### src/rtl/msg_log_buf.sv
// Circular capture buffer for a stream of words, replayed oldest-first over a
// valid/ready stream on request, with drop/overwrite handling when full.
module msg_log_buf #(
  parameter int WIDTH = 8,
  parameter int DEPTH = 16,
  parameter int OVWR  = 0,
  parameter int CNTW  = 16
) (
  input  logic                       clk,
  input  logic                       rst,
  input  logic                       wr,
  input  logic [WIDTH-1:0]           dat,
  input  logic                       disp,
  input  logic                       clr,
  output logic                       out_vld,
  input  logic                       out_rdy,
  output logic [WIDTH-1:0]           out_dat,
  output logic                       out_last,
  output logic                       done,
  output logic                       busy,
  output logic [$clog2(DEPTH+1)-1:0] count,
  output logic                       full,
  output logic [CNTW-1:0]            drop_cnt
);

  localparam int AW = $clog2(DEPTH);
  localparam int CW = $clog2(DEPTH + 1);

  typedef enum logic {
    S_IDLE,
    S_DUMP
  } state_t;

  state_t           state_q, state_d;
  logic [AW-1:0]    head_q, head_d;
  logic [AW-1:0]    tail_q, tail_d;
  logic [AW-1:0]    rd_ptr_q, rd_ptr_d;
  logic [CW-1:0]    rem_q, rem_d;
  logic [CW-1:0]    count_d;
  logic [CNTW-1:0]  drop_d;
  logic             out_vld_d, out_last_d, done_d;
  logic [WIDTH-1:0] out_dat_d;
  logic             mem_we;
  logic             drop_inc;

  logic [WIDTH-1:0] mem [DEPTH];

  assign busy = (state_q == S_DUMP);

  always_comb begin
    // NOTE: every signal gets a default first so no path leaves it unassigned; otherwise a latch is inferred.
    state_d    = state_q;
    head_d     = head_q;
    tail_d     = tail_q;
    rd_ptr_d   = rd_ptr_q;
    rem_d      = rem_q;
    count_d    = count;
    drop_d     = drop_cnt;
    out_vld_d  = out_vld;
    out_last_d = out_last;
    out_dat_d  = out_dat;
    done_d     = 1'b0;
    mem_we     = 1'b0;
    drop_inc   = 1'b0;

    if (clr) begin
      // Flush wins over any write or replay request in the same cycle.
      state_d    = S_IDLE;
      head_d     = '0;
      tail_d     = '0;
      rem_d      = '0;
      count_d    = '0;
      drop_d     = '0;
      out_vld_d  = 1'b0;
      out_last_d = 1'b0;
    end else begin
      case (state_q)
        S_IDLE: begin
          if (wr) begin
            if (!full) begin
              mem_we  = 1'b1;
              tail_d  = tail_q + AW'(1);
              count_d = count + CW'(1);
            end else if (OVWR != 0) begin
              mem_we   = 1'b1;
              tail_d   = tail_q + AW'(1);
              head_d   = head_q + AW'(1);
              drop_inc = 1'b1;
            end else begin
              drop_inc = 1'b1;
            end
          end
          // Snapshot uses the pre-write occupancy, so a same-cycle write is not replayed.
          if (disp) begin
            if (count != '0) begin
              state_d    = S_DUMP;
              out_vld_d  = 1'b1;
              out_dat_d  = mem[head_q];
              out_last_d = (count == CW'(1));
              rd_ptr_d   = head_q + AW'(1);
              rem_d      = count - CW'(1);
            end else begin
              done_d = 1'b1;
            end
          end
        end
        S_DUMP: begin
          if (wr) drop_inc = 1'b1;
          if (out_vld && out_rdy) begin
            if (out_last) begin
              state_d    = S_IDLE;
              out_vld_d  = 1'b0;
              out_last_d = 1'b0;
              done_d     = 1'b1;
            end else begin
              out_dat_d  = mem[rd_ptr_q];
              out_last_d = (rem_q == CW'(1));
              rd_ptr_d   = rd_ptr_q + AW'(1);
              rem_d      = rem_q - CW'(1);
            end
          end
        end
        default: state_d = S_IDLE;
      endcase

      if (drop_inc && (drop_cnt != '1)) drop_d = drop_cnt + CNTW'(1);
    end
  end

  always_ff @(posedge clk) begin
    // NOTE: registers use non-blocking assignments so every flop samples pre-edge values.
    if (rst) begin
      state_q  <= S_IDLE;
      head_q   <= '0;
      tail_q   <= '0;
      rd_ptr_q <= '0;
      rem_q    <= '0;
      count    <= '0;
      full     <= 1'b0;
      drop_cnt <= '0;
      out_vld  <= 1'b0;
      out_last <= 1'b0;
      out_dat  <= '0;
      done     <= 1'b0;
    end else begin
      state_q  <= state_d;
      head_q   <= head_d;
      tail_q   <= tail_d;
      rd_ptr_q <= rd_ptr_d;
      rem_q    <= rem_d;
      count    <= count_d;
      full     <= (count_d == CW'(DEPTH));
      drop_cnt <= drop_d;
      out_vld  <= out_vld_d;
      out_last <= out_last_d;
      out_dat  <= out_dat_d;
      done     <= done_d;
    end
  end

  // NOTE: storage has no reset; entries outside head..tail are never read, so clearing them buys nothing.
  always_ff @(posedge clk) begin
    if (mem_we) mem[tail_q] <= dat;
  end

endmodule

### config.mk
export PLATFORM = sky130hd
export DESIGN_NAME = msg_log_buf
export DESIGN_NICKNAME = d
export VERILOG_FILES = /design/src/rtl/msg_log_buf.sv
export SDC_FILE = /design/constraint.sdc
export NUM_CORES = 1
export LEC_CHECK = 0
export BUFFER_PORTS_ARGS = -buffer_cell sky130_fd_sc_hd__buf_2
export CORE_MARGIN = 2
export CORE_UTILIZATION = 62
export CTS_CLUSTER_DIAMETER = 200
export DETAILED_ROUTE_END_ITERATION = 8
export PLACE_DENSITY = 0.77
export SETUP_SLACK_MARGIN = 0.1
export SYNTH_ARGS = -nofsm -noshare
export SYNTH_HDL_FRONTEND = slang
export SYNTH_SLANG_ARGS = --single-unit
### constraint.sdc
create_clock -name clk -period 5 [get_ports clk]
set_input_delay 1 -clock clk [delete_from_list [all_inputs] [get_ports clk]]
set_output_delay 1 -clock clk [all_outputs]
set_load 0.02 [all_outputs]
-- After elaboration in Yosys (flattened, before gate mapping)
Memory sizes are Yosys's and may differ from the RTL's. A register that Yosys moved wholly into a read port is not among the register bits.
Index checks and enable logic that the tools add are counted.
- register bits: 47
- bits in writable memories: 128
- bits of input ports: 14
- output and inout port bits: 34
- word-level logic and storage cells: 91
- memories kept: 1
- add/subtract/negate cells: 6
- equal/unequal tests: 9
- muxes and demuxes: 52
- bitwise operators: 3
- reductions and logical operators: 9
- memory list (memory ; words ; bits a word ; rd ports ; clocked after Yosys merged registers in ; wr ports ; line ; source):
    mem ; 16 ; 8 ; 2 ; 1 ; 1 ; 46 ; logic [WIDTH-1:0] mem [DEPTH];
- operator list (kind ; number):
    $mux W5 ; 8
    $mux W8 ; 4
    $mux W1 ; 26
    $mux W4 ; 6
    $add A16 B1 Y16 const B ; 1
    $ne A16 B16 Y1 const B ; 1
    $pmux W8 S2 ; 1
    $eq A5 B1 Y1 const B ; 2
    $pmux W1 S2 ; 5
    $pmux W5 S2 ; 1
    $sub A5 B1 Y5 const B ; 2
    $add A4 B1 Y4 const B ; 2
    $ne A2 B2 Y1 const B ; 4
    $pmux W4 S2 ; 1
    $reduce_and A4 Y1 ; 2
    $reduce_and A3 Y1 ; 2
    $add A5 B1 Y5 const B ; 1
    $eq A5 B5 Y1 const B ; 1
    $reduce_and A5 Y1 ; 1
    $reduce_bool A5 Y1 ; 1
    $not A1 Y1 ; 3
    $logic_and A1 B1 Y1 ; 2
    $ne A2 B1 Y1 const B ; 1
    $reduce_or A2 Y1 ; 1

-- Logic depth before layout (Yosys ltp)
- depth after elaboration: 6
- gate-level depth with buffers: 8
- depth with buffers taken out: 7

-- Worst setup path after synthesis
No wires, ideal clock.
- path kind: input-to-reg
- start point: input port wr
- end point: memory mem[1][0], enable pin
- setup time: 383 ps
- arrival time: 2340 ps
- required time: 4617 ps
- setup slack: 2277 ps
- cell stages on the path: 4
- buffers on the path: 0
- cell sequence: nor3b_1 nor2b_1 nand2_1 nor3_1
- cells in the longest elaborated chain, start to end: 5
- RTL lines (item ; line ; source):
    start, declared ; 11 ; input logic wr,
    $mux W1 ; 79 ; if (wr) begin
    $mux W1 ; 77 ; case (state_q)
    $mux W1 ; 66 ; if (clr) begin
    $mux W1 ; 163 ; if (mem_we) mem[tail_q] <= dat;
    $mux W1 (not written as such) ; 163 ;
    end, declared ; 46 ;
No other way between the ends.

-- Final worst setup path
- start point: register state_q (netlist: busy)
- end point: memory mem[2][7], enable pin
- cells in the longest elaborated chain, start to end: 4
- RTL lines (item ; line ; source):
    start, declared ; 34 ; state_t state_q, state_d;
    start signal, assigned ; 146 ; state_q <= state_d;
    $mux W1 ; 77 ;
    $mux W1 ; 66 ;
    $mux W1 ; 163 ;
    $mux W1 (not written as such) ; 163 ;
No other way between the ends.

==> flow_metrics.tcl <==
set metrics [dict create \
    status "finished, final reports clean" \
    cap_violations 0 \
    postCtsSetupBuffers 0 \
    drtIter0Drc 494 \
    n_antenna_cell 0 \
    synth_edf_count 128 \
    critical-path-top-delay-family "simple AND/OR/NAND/NOR gates" \
    fin_worst_skew_ns 0.00896 \
    routedWlPerCell_microns 20.4 \
    nets 607 \
    die_height_microns 114 \
    port_buffers 47 \
    drv_slew 0 \
    setup_slack_ns 2.16 \
    cp_max_fo 22 \
    synth_top_area_share_pct 51.0 \
    met2_usage_pct 40.1 \
    r2r_setup_slack_ns 2.16 \
    ys_seq_elements 179 \
    grt-busiest-layer "met2" \
    cts-htree-levels 4 \
    hold_start "out_dat[3]$_SDFFE_PP0P_" \
    gr-usage-met1_pct 33.8 \
    hold_viol 0 \
    routed_via_density 6.18 \
    async_flop_share_pct 0 \
    critPathKind "reg2reg" \
    grt_max_degree 40 \
    rsz0062_at_grt "false" \
    grt_pass1_wl_microns 24200 \
    yosys_warnings 0 \
    fin_tns_setup_ns 0 \
    grt_overflow_total 0 \
    cts.path.max_buffers 2 \
    r2r_end "mem[2][7]$_DFFE_PP_" \
    drt-pass1-iter-count 5 \
    via_count 4580 \
    startpoint_type "flip-flop" \
    yosys.cell_types.count 47 \
    fill_cells 792 \
    min_path_cells 2 \
    p_total_uw 2950 \
    cts-root-buf "clkbuf_16" \
    io_pins 48 \
    ir_drop_mv 0.404 \
    relSlewSlack_pct 27.3 \
    yosysSeqAreaShare_pct 64.5 \
    cp-end-kind "flip-flop" \
    power.leakage_uw 0.00282 \
    drt_wl_total_microns 15100 \
    worstPathArrival_ns 2.89 \
    synthCells 541 \
    area_delta_synth_final_pct 11.2 \
    drc 0 \
    grt_use_total_pct 25.1 \
    fmax_ghz 0.352 \
    tightest_slew_ns 1.08 \
    powerDensity_nw_per_um2 351 \
    layout-drive-gt1-share_pct 19.5 \
    final_cells 741 \
    post-route-period-util_pct 56.8 \
    r2r-start "busy$_SDFF_PP0_" \
    ctsHoldBuffers 0 \
    reg2regPathDepth 5 \
    ys_top_cells_by_area "edfxtp_1 51%, dfxtp_1 14%, mux4_2 6.3%" \
    fin_util_pct 70.1 \
    setup_viol 0 \
    multi_input_area_sq_um 2470 \
    synth_area_sq_um 7540 \
    cp_slowest_cell "nor3_1" \
    post_cts_resized 0 \
    cp.required_ns 5.05 \
    die_w_microns 114 \
    die_area_sq_um 13100 \
    grt_antenna_before_repair 0 \
    grt_pass1_vias 4436 \
    start_util_pct 63.1 \
    met3_usage_pct 5.45 \
    core-area_sq_um 12000 \
    cts_tree "built" \
    synth_flop_cell "edfxtp_1" \
    dp_hpwl_microns 9630 \
    cts_buffers 17 \
    synth_area_per_cell_sq_um 13.9 \
    slowest_delay_ns 0.85 \
    dp_cells 709 \
    cts.sink_count 179 \
    crit_buf_inv 1 \
    clk_latency_ns 0.43 \
    postSynthNetCount 567 \
    placementRows 40 \
    regArea_sq_um 4870 \
    fin_crit_ns 2.84 \
    whs_endpoint "out_dat[3]$_SDFFE_PP0P_" \
    place.gp.congestion 0.818 \
    detail-route-antenna-nets 0 \
    synth_top_cell_by_area "edfxtp_1" \
    holdCritPathClass "reg2reg" \
    dpl_worst_slack_ns 1.77 \
    clk_pin_slew_worst_paths_ns 0.07 \
    path_cells "nor3b_1 > buf_4 > nor2b_1 > nand2_1 > nor3_1" \
]
[metrics by stage]
stage | hold WS, ns | instance area (sq um)
finish | 0.459 | 8390
global route | 0.474 | 8390
floorplan | 0.458 | 7540
global placement | 0.443 | 7830
detailed placement | 0.447 | 7830
CTS | 0.460 | 8390
[kinds of logic (layout without fill, tap and decap cells)]
logic type,after synthesis,count (layout),synth area share (%)
simple gates,165,165,11.6
xor+xnor,25,25,2.90
mux,29,29,8.00
compound gates,92,92,8.34
buf+inv,39,92,2.70
flops,179,179,64.5
fa+ha+maj,12,12,1.99
[cell usage after synthesis, types with 8 or more instances]
master and instances:
xor2_1 20, nand4_1 8, nand2_1 22, nor3_1 13, buf_2 10, a2111oi_0 8
clkbuf_1 12, edfxtp_1 128, a211oi_1 9, mux4_2 21, a21oi_1 22, ha_1 12
nor2b_1 26, nand3_1 10, nor2_1 49, a21o_1 8, dfxtp_1 51, o21ai_0 16
[worst reg2reg max path: cells and delay by family, from the launching register on]
| family | cells | cell delay (ns) |
|---|---|---|
| buffers and inverters | 1 | 0.23 |
| AND/OR/NAND/NOR | 4 | 1.67 |
| flip-flops | 1 | 0.55 |
[area by class of cell]
cell class	instances	share of cell area, %
flip-flops and latches	179	58.0
multi-input cells	323	29.5
clock buffers	18	5.12
repair buffers	53	3.34
well taps	147	2.19
clock inverters	14	1.54
inverters	7	0.313
[state kept, by name, summed over array words and instances, names as in the netlist, named ones only]
signal    count
busy          1
count         5
done          1
drop_cnt     16
full          1
mem         128
out_dat       8
out_last      1
out_vld       1
rd_ptr_q      4
rem_q         5
tail_q        4
[layer usage]
| layer | vias to the layer above | wire length (microns) |
|---|---|---|
| met2 | 166 | 7190 |
| li1 | 2137 | - |
| met4 | 0 | 372 |
| met3 | 27 | 918 |
| met1 | 2250 | 6600 |
| met5 | - | 0 |
[cell usage in the layout (no fill, tap or decap), drive strengths merged, types with 5 or more instances in the layout]
master / netlist / routed
edfxtp: 128 / 128
buf: 20 / 53
dfxtp: 51 / 51
nor2: 49 / 49
a21oi: 29 / 29
nor2b: 26 / 26
mux4: 24 / 24
nand2: 22 / 22
xor2: 20 / 20
clkbuf: 12 / 18
o21ai: 17 / 17
nor3: 13 / 13
ha: 12 / 12
inv: 7 / 12
nand3: 10 / 10
a211oi: 9 / 9
a2111oi: 9 / 9
nand4: 8 / 8
a21o: 8 / 8
or4: 7 / 7
a221oi: 7 / 7
nand2b: 6 / 6
and3: 6 / 6
xnor2: 5 / 5
clkinv: 0 / 5
[where the power goes]
| part | total (uW) | internal (uW) | switching [uW] |
|---|---|---|---|
| sequential | 1600 | 1600 | 8.94 |
| combinational | 83.0 | 26.7 | 56.2 |
| clock | 1260 | 692 | 567 |
| total | 2950 | 2310 | 632 |
[worst max-delay path by stage]
stage,startpoint,cells past startpoint,slack (ns),to
floorplan,wr,4,2.28,mem[1][0]$_DFFE_PP_
global placement,wr,6,1.83,mem[2][1]$_DFFE_PP_
detailed placement,wr,6,1.77,mem[2][1]$_DFFE_PP_
CTS,busy$_SDFF_PP0_,5,2.20,mem[2][5]$_DFFE_PP_
global route,busy$_SDFF_PP0_,5,1.91,mem[2][0]$_DFFE_PP_
finish,busy$_SDFF_PP0_,5,2.16,mem[2][7]$_DFFE_PP_
Power figures use the tool's default switching activity.
